## config.mk

```make
export PLATFORM = sky130hd
export DESIGN_NAME = uart_rx_os16_flat
export DESIGN_NICKNAME = d
export VERILOG_FILES = /design/src/rtl/uart_pkg.sv /design/src/rtl/uart_rx_os16_if.sv /design/src/rtl/uart_baud_tick.sv /design/src/rtl/uart_rx_os16.sv /design/src/flat_wrapper.sv
export SDC_FILE = /design/constraint.sdc
export NUM_CORES = 1
export LEC_CHECK = 0
export CAP_MARGIN = 25
export CORE_MARGIN = 2
export CORE_UTILIZATION = 51
export DETAILED_ROUTE_END_ITERATION = 10
export PLACE_DENSITY = 0.84
export SYNTH_ARGS = -nofsm -noshare
export SYNTH_HDL_FRONTEND = slang
export SYNTH_SLANG_ARGS = --single-unit
```

## constraint.sdc

```tcl
create_clock -name clk -period 2 [get_ports clk]
set_input_delay 0.4 -clock clk [delete_from_list [all_inputs] [get_ports clk]]
set_output_delay 0.4 -clock clk [all_outputs]
set_load 0.03 [all_outputs]
```

## src/rtl/uart_pkg.sv

```systemverilog
// UART shared definitions: receiver state encodings, oversampling constants
// and helper functions for the baud divider and the three-sample majority vote.
// No ports. Imported by the receiver top; the divider helper is shared with the transmitter.
package uart_pkg;

  // Receiver state encodings.
  typedef enum logic [2:0] {
    WAIT_HIGH,
    IDLE,
    START,
    DATA,
    STOP
  } uart_state_t;

  // Samples per bit. The sample counter is 4 bits wide, so only 16 is supported.
  localparam int unsigned OVERSAMPLE = 16;

  // Sample indices within a bit: three mid-bit votes and the last sample.
  localparam logic [3:0] SMP_VOTE_A = 4'd7;
  localparam logic [3:0] SMP_VOTE_B = 4'd8;
  localparam logic [3:0] SMP_VOTE_C = 4'd9;
  localparam logic [3:0] SMP_LAST   = 4'd15;

  // Clocks per sample tick, rounded to nearest.
  function automatic int unsigned baud_div(input int unsigned clk_freq,
                                           input int unsigned baud,
                                           input int unsigned os);
    int unsigned den;
    den = baud * os;
    return (clk_freq + den / 2) / den;
  endfunction

  function automatic logic maj3(input logic a, input logic b, input logic c);
    return (a & b) | (a & c) | (b & c);
  endfunction

endpackage

```

## src/rtl/uart_rx_os16_if.sv

```systemverilog
// UART receive-side bundle: serial line in, byte/error strobes out.
// Latency: none (wires only). Backpressure: none; strobes are fire-and-forget.
// Ports: rx (line), rx_vld/rx_data (good byte), rx_ferr/rx_break (error strobes).
// master = the receiver; slave = the line driver plus the byte consumer.
interface uart_rx_os16_if;
  logic       rx;
  logic       rx_vld;
  logic [7:0] rx_data;
  logic       rx_ferr;
  logic       rx_break;

  modport master (
    input  rx,
    output rx_vld,
    output rx_data,
    output rx_ferr,
    output rx_break
  );

  modport slave (
    output rx,
    input  rx_vld,
    input  rx_data,
    input  rx_ferr,
    input  rx_break
  );
endinterface

```

## src/rtl/uart_baud_tick.sv

```systemverilog
// Sample tick generator: one-clk tick every DIV clocks; clr restarts the period.
// Latency: first tick DIV clocks after clr is released. Backpressure: none.
// Ports: clk, rst (async, active-high), clr (sync restart), tick (one-clk pulse).
module uart_baud_tick #(
  parameter int unsigned DIV = 54
) (
  input  logic clk,
  input  logic rst,
  input  logic clr,
  output logic tick
);

  localparam int unsigned CW = (DIV > 1) ? $clog2(DIV) : 1;
  localparam logic [CW-1:0] LAST = CW'(DIV - 1);

  logic [CW-1:0] cnt;

  always_ff @(posedge clk or posedge rst) begin
    if (rst) begin
      cnt <= '0;
    end else if (clr || (cnt == LAST)) begin
      cnt <= '0;
    end else begin
      cnt <= cnt + 1'b1;
    end
  end

  assign tick = (cnt == LAST);

endmodule

```

## src/rtl/uart_rx_os16.sv

```systemverilog
// UART 8N1 receiver, 16x oversampled, mid-bit majority vote; byte and error strobes.
// Latency: strobe 154 sample ticks after the start edge at rx_s, plus 2 sync clocks.
// Backpressure: none; rx_vld/rx_ferr/rx_break are single-clk strobes, rx_data holds.
// Ports: clk, rst (async, active-high), bus (uart_rx_os16_if.master):
//   rx in; rx_vld, rx_data[7:0], rx_ferr, rx_break out.
module uart_rx_os16 #(
  parameter int unsigned CLK_FREQ = 100_000_000,
  parameter int unsigned BAUD     = 115_200
) (
  input  logic           clk,
  input  logic           rst,
  uart_rx_os16_if.master bus
);
  import uart_pkg::*;

  localparam int unsigned DIV = baud_div(CLK_FREQ, BAUD, OVERSAMPLE);

  // Input synchronizer plus one history flop for start-edge detection.
  logic rx_meta;
  logic rx_s;
  logic rx_prev;

  always_ff @(posedge clk or posedge rst) begin
    if (rst) begin
      rx_meta <= 1'b1;
      rx_s    <= 1'b1;
      rx_prev <= 1'b1;
    end else begin
      rx_meta <= bus.rx;
      rx_s    <= rx_meta;
      rx_prev <= rx_s;
    end
  end

  uart_state_t state;
  logic [3:0]  samp_cnt;
  logic [2:0]  bit_cnt;
  logic [7:0]  shift;
  logic        smp_a;
  logic        smp_b;
  logic        vbit;
  logic        vld_q;
  logic        ferr_q;
  logic        brk_q;
  logic [7:0]  data_q;

  logic start_edge;
  logic tick;
  logic clr;

  assign start_edge = rx_prev & ~rx_s;
  // Restart the tick period on the start edge so sample 0 begins at the edge.
  assign clr = (state == IDLE) && start_edge;

  uart_baud_tick #(
    .DIV (DIV)
  ) u_tick (
    .clk  (clk),
    .rst  (rst),
    .clr  (clr),
    .tick (tick)
  );

  always_ff @(posedge clk or posedge rst) begin
    if (rst) begin
      state    <= WAIT_HIGH;
      samp_cnt <= 4'd0;
      bit_cnt  <= 3'd0;
      shift    <= 8'h00;
      smp_a    <= 1'b0;
      smp_b    <= 1'b0;
      vbit     <= 1'b0;
      vld_q    <= 1'b0;
      ferr_q   <= 1'b0;
      brk_q    <= 1'b0;
      data_q   <= 8'h00;
    end else begin
      vld_q  <= 1'b0;
      ferr_q <= 1'b0;
      brk_q  <= 1'b0;

      // Sample counter and vote capture run on every tick; the vote over
      // samples 7/8/9 is settled before the end-of-bit decision at sample 15.
      if (tick) begin
        samp_cnt <= samp_cnt + 4'd1;
        case (samp_cnt)
          SMP_VOTE_A: smp_a <= rx_s;
          SMP_VOTE_B: smp_b <= rx_s;
          SMP_VOTE_C: vbit  <= maj3(smp_a, smp_b, rx_s);
          default: ;
        endcase
      end

      case (state)
        // Requiring the line high on a sample tick gives the synchronizer time
        // to flush its reset value, so a line held low is never seen as idle.
        WAIT_HIGH: begin
          if (tick && rx_s) begin
            state <= IDLE;
          end
        end

        IDLE: begin
          if (start_edge) begin
            samp_cnt <= 4'd0;
            state    <= START;
          end
        end

        START: begin
          if (tick && (samp_cnt == SMP_LAST)) begin
            if (vbit) begin
              state <= IDLE;
            end else begin
              bit_cnt <= 3'd0;
              state   <= DATA;
            end
          end
        end

        DATA: begin
          if (tick && (samp_cnt == SMP_LAST)) begin
            shift   <= {vbit, shift[7:1]};
            bit_cnt <= bit_cnt + 3'd1;
            if (bit_cnt == 3'd7) begin
              state <= STOP;
            end
          end
        end

        // Decide mid-stop so the next start edge of a back-to-back frame is
        // already watched for in IDLE. The vote uses the live sample 9.
        STOP: begin
          if (tick && (samp_cnt == SMP_VOTE_C)) begin
            if (maj3(smp_a, smp_b, rx_s)) begin
              vld_q  <= 1'b1;
              data_q <= shift;
              state  <= IDLE;
            end else begin
              ferr_q <= 1'b1;
              brk_q  <= (shift == 8'h00);
              state  <= WAIT_HIGH;
            end
          end
        end

        default: state <= WAIT_HIGH;
      endcase
    end
  end

  assign bus.rx_vld   = vld_q;
  assign bus.rx_data  = data_q;
  assign bus.rx_ferr  = ferr_q;
  assign bus.rx_break = brk_q;

endmodule

```

## src/flat_wrapper.sv

```systemverilog
// flat-port wrapper written by rule: the top's interface ports become plain ports
module uart_rx_os16_flat import uart_pkg::*;
#(
  parameter int unsigned CLK_FREQ = 100_000_000,
  parameter int unsigned BAUD     = 115_200
)
  (clk, rst, bus_rx, bus_rx_vld, bus_rx_data, bus_rx_ferr, bus_rx_break);
  uart_rx_os16_if bus_i ();
  input  logic clk;
  input  logic rst;
  input wire logic [$bits(bus_i.rx)-1:0] bus_rx;
  output wire logic [$bits(bus_i.rx_vld)-1:0] bus_rx_vld;
  output wire logic [$bits(bus_i.rx_data)-1:0] bus_rx_data;
  output wire logic [$bits(bus_i.rx_ferr)-1:0] bus_rx_ferr;
  output wire logic [$bits(bus_i.rx_break)-1:0] bus_rx_break;
  assign bus_i.rx = bus_rx;
  assign bus_rx_vld = bus_i.rx_vld;
  assign bus_rx_data = bus_i.rx_data;
  assign bus_rx_ferr = bus_i.rx_ferr;
  assign bus_rx_break = bus_i.rx_break;
  uart_rx_os16 #(.CLK_FREQ(CLK_FREQ), .BAUD(BAUD)) u_core (.clk(clk), .rst(rst), .bus(bus_i));
endmodule
```

==> metrics.txt, run 1 <==
post-synthesis mux area share=12.5%; share of layout cells above drive strength 1=between 20% and 30%; commonest cells in the netlist=38 x dfrtp_1, 18 x mux2_2, 12 x nor2_1, 8 x nand2_1, 7 x ha_1; final setup violation count=0; DRC violations left=0; final period utilization=94.3%; Post-DRT Antenna Nets=0; Clk Tree Root Cell=clkbuf_4; area of the multi-input gates=between 700 and 800 um2; row cnt=21; largest net degree at the start of global routing=42; largest family of logic cells by synthesized area=simple AND/OR/NAND/NOR gates; Post-synth EDFFs=0; Combinational Power Share=between 1.5 and 2%; critical path, cell by cell=inv_1, ha_1, and4b_2, and2_2, and4_4, mux2_2; die area=0.00414 mm2; unrepaired setup endpoints after global routing=false; Reg area=slightly above 0.001 mm2; FMAX=around 530 MHz; Die Wd=64.4 um; leading area contributor after synthesis=dfrtp_1; crit path DAT=approximately 2100 ps; Psw=about 280 uW; diodes inserted=0; #FFs+latches synth=41; Pleak=roughly 1 nW; first-pass GRT wire length=around 5300 um; outcome=complete, no violations; Avg Cell Area, Syn=between 10 and 15 um2; clk buf depth=2; Seq pwr share=about 65%; synth top area cells=dfrtp_1 51%, mux2_2 11%, ha_1 4.7%; Yosys warning count=0; Hold Path Origin=u_core.rx_meta; clock group share of total power=33.4%; Hold Vio Cnt, Final=0; Post-Synth XOR/XNOR Area=under 10%; worst clock skew=roughly 9 ps; Post CTS Setup Buffer Count=0; max incr delay on CP=between 400 and 500 ps; FF-to-FF End=u_core.shift[0]; crit path from=u_core.u_tick.cnt[1]; routability congestion estimate=about 0.91; post-synthesis adder-cell area fraction=between 5 and 6%; Worst-path clk slew=120 ps; Final Critical Period=approximately 1900 ps; Max rail drop VDD=approximately 0.44 mV; Post-Synth Simple-Gate Area=14.2%; Mapped Nets=around 160; startpoint types=flop; post-route setup TNS=0 ps; DRT iter0 DRCs=24; Cell Area, Synth=approximately 0.0019 mm2; Core Area=around 0.0034 mm2; total wire length=3030 um; reg-to-reg slack, setup=110 ps; critical path type=reg -> reg; max cap viols=0; Cells after Synth=around 150; Worst-Skew Late Latency=350 ps; synth unique cells=41; sw frac=between 20% and 30%; RR Startpoint=u_core.u_tick.cnt[1]; Worst Path Max Fanout=7; routed vias/inst=approximately 5.4; pre-CTS setup slack=between 50 and 60 ps; Post-synth ARST share=100%; drt first pass iters=4; ys flop type=dfrtp_1; Fill cells=roughly 280; area grow syn2layout=13.7%; Seq/Total Area, Yosys=a little under three fifths; worst hold margin=363 ps; input/output buffers=13; worst hold path depth=0; post-route setup slack=113 ps; Least-Margin Pin Slew=approximately 500 ps; fin. max-slew vios=0; crit end category=flop; Starting Density=a little over half; CTS sink count=between 40 and 50; Pwr Density=between 600 and 700 mW/mm2; Internal=just over 1 mW; Compound-Gate Fraction of Synth Area=5.05%; CTS tree=done; CP max-delay cell=dfrtp_1; grt ovf=0; wire per inst=14.2 um; final net count=between 150 and 200; count leader, synth=dfrtp_1; placed wire-length estimate=roughly 2200 um; total CTS buffers=5; Top Ports=14; Max-slew headroom=67.5%; antenna violations before repair=0; R2R cell count=6; H-tree levels=2; via count=between 1,000 and 1,500; WP data required=about 2300 ps; HP Class=reg -> reg; Tot GR Track Use=17.0%; Worst Hold Endpoint=u_core.rx_s; vias in the first global route=between 1,000 and 1,500; Die H=approximately 64 um; post-synth top area share=just over 50%
-- what timing repair did --
action	in CTS	in global routing
resized for setup	0	3
hold buffers	0	0
endpoints found under the setup margin	0	15
endpoints found under the hold margin	0	0
-- final cells by class --
class                           instances  share of cell area [%]
Tap cell                               46                    2.73
Clock inverter                          2                   0.652
Timing Repair Buffer                   18                    8.53
Inverter                                6                    1.07
Multi-Input combinational cell         94                    35.8
Sequential cell                        41                    48.8
Clock buffer                            6                    2.43
-- through the flow --
step / cell area, um2 / total power [mW] / util [%] / instances
final: 2110 / 1.29 / 61.8 / 213
after global routing: 2110 / 1.34 / 61.8 / 213
after CTS: 2100 / 1.30 / 61.6 / 213
after detailed placement: 2040 / 0.876 / 59.7 / 205
after global placement: 2040 / 0.875 / 59.7 / 205
after floorplan: 1860 / 0.865 / - / 147
-- layout by cell type, fill, tap and decap left out, types with 2 or more instances in the layout --
cell and n:
a22o_2 2, a211oi_1 2, nand2b_1 3, nor3_1 3
nand3_1 4, dfstp_2 3, nand2_1 8, nor2_1 12
and3_1 2, xor2_1 4, dfrtp_1 38, xnor2_1 3
nor4_1 2, buf_4 4, clkbuf_4 5, mux2_4 2
ha_1 7, clkdlybuf4s50_1 13, o21ai_0 2, mux2_2 18
inv_1 6
-- cells by family after synthesis --
family | after synthesis
DFF | 41
muxes | 20
adders and majority gates | 8
buffers and inverters | 12
xor gates and xnor gates | 7
and+or+nand+nor | 47
AOI/OAI and AO/OA | 12
-- registers in the layout, indices dropped and copies added (netlist names) --
signal and flops:
u_core.smp_b 1, u_core.state 3, u_core.bus.rx_ferr 1, u_core.rx_meta 1, u_core.rx_prev 1, u_core.bus.rx_data 8, u_core.bit_cnt 3, u_core.bus.rx_vld 1
u_core.samp_cnt 4, u_core.bus.rx_break 1, u_core.rx_s 1, u_core.shift 8, u_core.u_tick.cnt 6, u_core.smp_a 1, u_core.vbit 1
-- power by group through the flow --
| stage | clock network (mW) | registers, mW | logic [mW] |
|---|---|---|---|
| 6_report | 0.431 | 0.837 | 0.0219 |
| 5_1_grt | 0.474 | 0.837 | 0.0261 |
| 4_1_cts | 0.444 | 0.837 | 0.0233 |
| 3_5_place_dp | 0 | 0.852 | 0.0233 |
| 3_3_place_gp | 0 | 0.852 | 0.0225 |
| 2_1_floorplan | 0 | 0.851 | 0.0134 |
-- metal layers --
layer	up-vias	track usage, %	part of all wire [%]
li1	546	-	-
met3	5	5.46	3.8
met4	0	6.12	1.7
met2	17	27.0	49
met5	-	0	0
met1	585	22.0	46
-- worst max-delay path by stage --
stage                       to  slack [ps]  depth (start not counted)
5_1_grt        u_core.state[1]          30                          6
2_1_floorplan  u_core.shift[3]         160                          8
3_3_place_gp   u_core.shift[1]         110                          6
3_5_place_dp   u_core.shift[1]          50                          6
4_1_cts        u_core.shift[1]          30                          6
6_report       u_core.shift[0]         110                          6
-- critical path: cells and delay by family (launching register included) --
kind / cells / cell delay, ps
simple gates: 3 / 840
mux: 1 / 340
flops: 1 / 420
fa+ha+maj: 1 / 130
buf+inv: 1 / 60
Note: power is estimated with default switching activity, not from simulation.
==> inputs of run 2 (changes only) <==
--- a/config.mk
+++ b/config.mk
@@ -6,10 +6,12 @@
 export NUM_CORES = 1
 export LEC_CHECK = 0
 export CAP_MARGIN = 25
+export CELL_PAD_IN_SITES_DETAIL_PLACEMENT = 1
+export CELL_PAD_IN_SITES_GLOBAL_PLACEMENT = 2
 export CORE_MARGIN = 2
-export CORE_UTILIZATION = 51
+export CORE_UTILIZATION = 36
 export DETAILED_ROUTE_END_ITERATION = 10
-export PLACE_DENSITY = 0.84
+export PLACE_DENSITY = 0.85
 export SYNTH_ARGS = -nofsm -noshare
 export SYNTH_HDL_FRONTEND = slang
 export SYNTH_SLANG_ARGS = --single-unit
==> metrics.txt, run 2 (same netlist as run 1, synthesis figures left out) <==
outcome=complete, no violations; Die H=75.8 um (+18%); share of layout cells above drive strength 1=26.9% (unchanged); via count=1,176 (+2.0%); total CTS buffers=5 (unchanged); Starting Density=36.8% (-18 points); unrepaired setup endpoints after global routing=false; DRT iter0 DRCs=11 (-54%); grt ovf=0 (unchanged); total wire length=3720 um (+23%); wire per inst=15.7 um (+10%); WP depth=6 (unchanged); FMAX=528 MHz (-0.45%); Pwr Density=705 mW/mm2 (+15%); most frequent cells in the layout=38 x dfrtp_1, 18 x mux2_2, 13 x clkdlybuf4s50_1; WP data required=2190 ps (-60 ps); area grow syn2layout=18.3%; post-cts sizing count=0 (unchanged); HP Class=reg -> reg; worst path buffer plus inverter count=1 (unchanged); Top Ports=14 (unchanged); routed vias/inst=4.96 (-8.3%); antenna violations before repair=0 (unchanged); Worst-Skew Late Latency=290 ps (-60 ps); Post-DRT Antenna Nets=0 (unchanged); DRC violations left=0 (unchanged); routability congestion estimate=0.797 (-13%); largest net degree at the start of global routing=42 (unchanged); Core Area=0.00504 mm2 (+48%); startpoint types=flop; CTS sink count=41 (unchanged); post-route setup TNS=0 ps (unchanged); Cell Area, Placed=0.00207 mm2 (+1.5%); CP delay by family, top=compound AO/OA/AOI/OAI gates; input/output buffers=13 (unchanged); die area=0.00575 mm2 (+39%); Least-Margin Pin Slew=495 ps (+8.43 ps); Die Wd=75.8 um (+18%); placed wire-length estimate=2670 um (+19%); worst hold path depth=0 (unchanged); cts hold-fix bufs=0 (unchanged); final net count=176 (unchanged); Pleak=1.02 nW (+2.0%); clk buf depth=2 (unchanged); Max rail drop VDD=0.367 mV (-17%); Final Critical Period=1900 ps (+8.59 ps); diodes inserted=0 (unchanged); CP max-delay cell=a2111o_1; CTS tree=done; Clk Tree Root Cell=clkbuf_8; critical path, cell by cell=inv_1, ha_1, and4b_2, nand2_1, a2111o_1, a211o_1; max cap viols=0 (unchanged); H-tree levels=2 (unchanged); drt first pass iters=3 (-1); Post CTS Setup Buffer Count=0 (unchanged); crit end category=flop; fin. max-slew vios=0 (unchanged); first-pass GRT wire length=6200 um (+16%); Worst-path clk slew=80 ps (-40 ps); R2R cell count=6 (unchanged); vias in the first global route=1,247 (+7.6%); Max-slew headroom=67.0% (-0.56 points); worst hold margin=359 ps (-3.38 ps); Tot GR Track Use=14.7% (-2.3 points); final period utilization=94.8% (+0.43 points); max incr delay on CP=430 ps (about the same); row cnt=26 (+24%); Worst Path Max Fanout=6 (-1); final setup violation count=0 (unchanged); most common cell after layout, fill and taps aside=dfrtp_1; worst clock skew=4.03 ps (-5.07 ps); crit path DAT=2080 ps (-50 ps); critical path type=reg -> reg; Hold Vio Cnt, Final=0 (unchanged); Final Cell Area=0.00220 mm2 (+4.1%)
## run 2: changes by cell type in the layout (fill, tap and decap cells not counted)
cell	previous run	this run
clkbuf_8	1	6
clkinv_4	1	0
and2_4	0	1
clkinvlp_4	0	1
clkinv_2	1	0
and2_2	1	0
clkbuf_4	5	0
bufinv_16	0	1
## run 2: area by class of cell
class                   count  area, um2
flip-flops and latches     41       1030
fillers                   529       2840
well taps                  70       87.6
repair buffers             18        180
multi-input cells          94        758
clock inverters             2       37.5
clock buffers               6       82.6
inverters                   6       22.5
## run 2: stage by stage
step           worst slack [ps]  instances  power [mW]  util (%)
2_1_floorplan               156        147       0.865         -
3_3_place_gp                164        229       0.875      41.0
3_5_place_dp               90.3        229       0.876      41.0
4_1_cts                    67.3        237        1.57      43.4
5_1_grt                    20.1        237        1.60      43.6
6_report                    105        237        1.55      43.6
## run 2: worst paths after layout
| path | from | endpoint | slack [ps] |
|---|---|---|---|
| max | u_core.u_tick.cnt[1] | u_core.state[1] | 100 |
| max reg2reg | u_core.u_tick.cnt[1] | u_core.state[1] | 100 |
| min | u_core.rx_meta | u_core.rx_s | 360 |
| max in group asynchronous | rst | u_core.rx_meta | 1110 |
| min in group asynchronous | rst | u_core.bus.rx_data[0] | 520 |
| min reg2reg | u_core.rx_meta | u_core.rx_s | 360 |
## run 2: power by group
| group | leakage, nW | switching (mW) | internal (mW) |
|---|---|---|---|
| Sequential | 0.548 | 0.00248 | 0.834 |
| Combinational | 0.417 | 0.0161 | 0.00578 |
| Clock | 0.0574 | 0.286 | 0.406 |
| Total | 1.02 | 0.305 | 1.25 |
## run 2: metal layers
metal | share of wire (%) | track usage, % | wire length (um) | vias to the layer above
met4 | 2.4 | 6.24 | 90 | 0
li1 | - | - | - | 549
met1 | 43 | 18.6 | 1590 | 608
met5 | 0 | 0 | 0 | -
met2 | 53 | 24.1 | 1970 | 11
met3 | 1.8 | 3.31 | 68 | 8
## run 2: worst reg2reg max path, cell delays in order, from the launching register on
cell and delay, ps:
dfrtp_1 410, inv_1 70, ha_1 140, and4b_2 320, nand2_1 130, a2111o_1 430, a211o_1 300
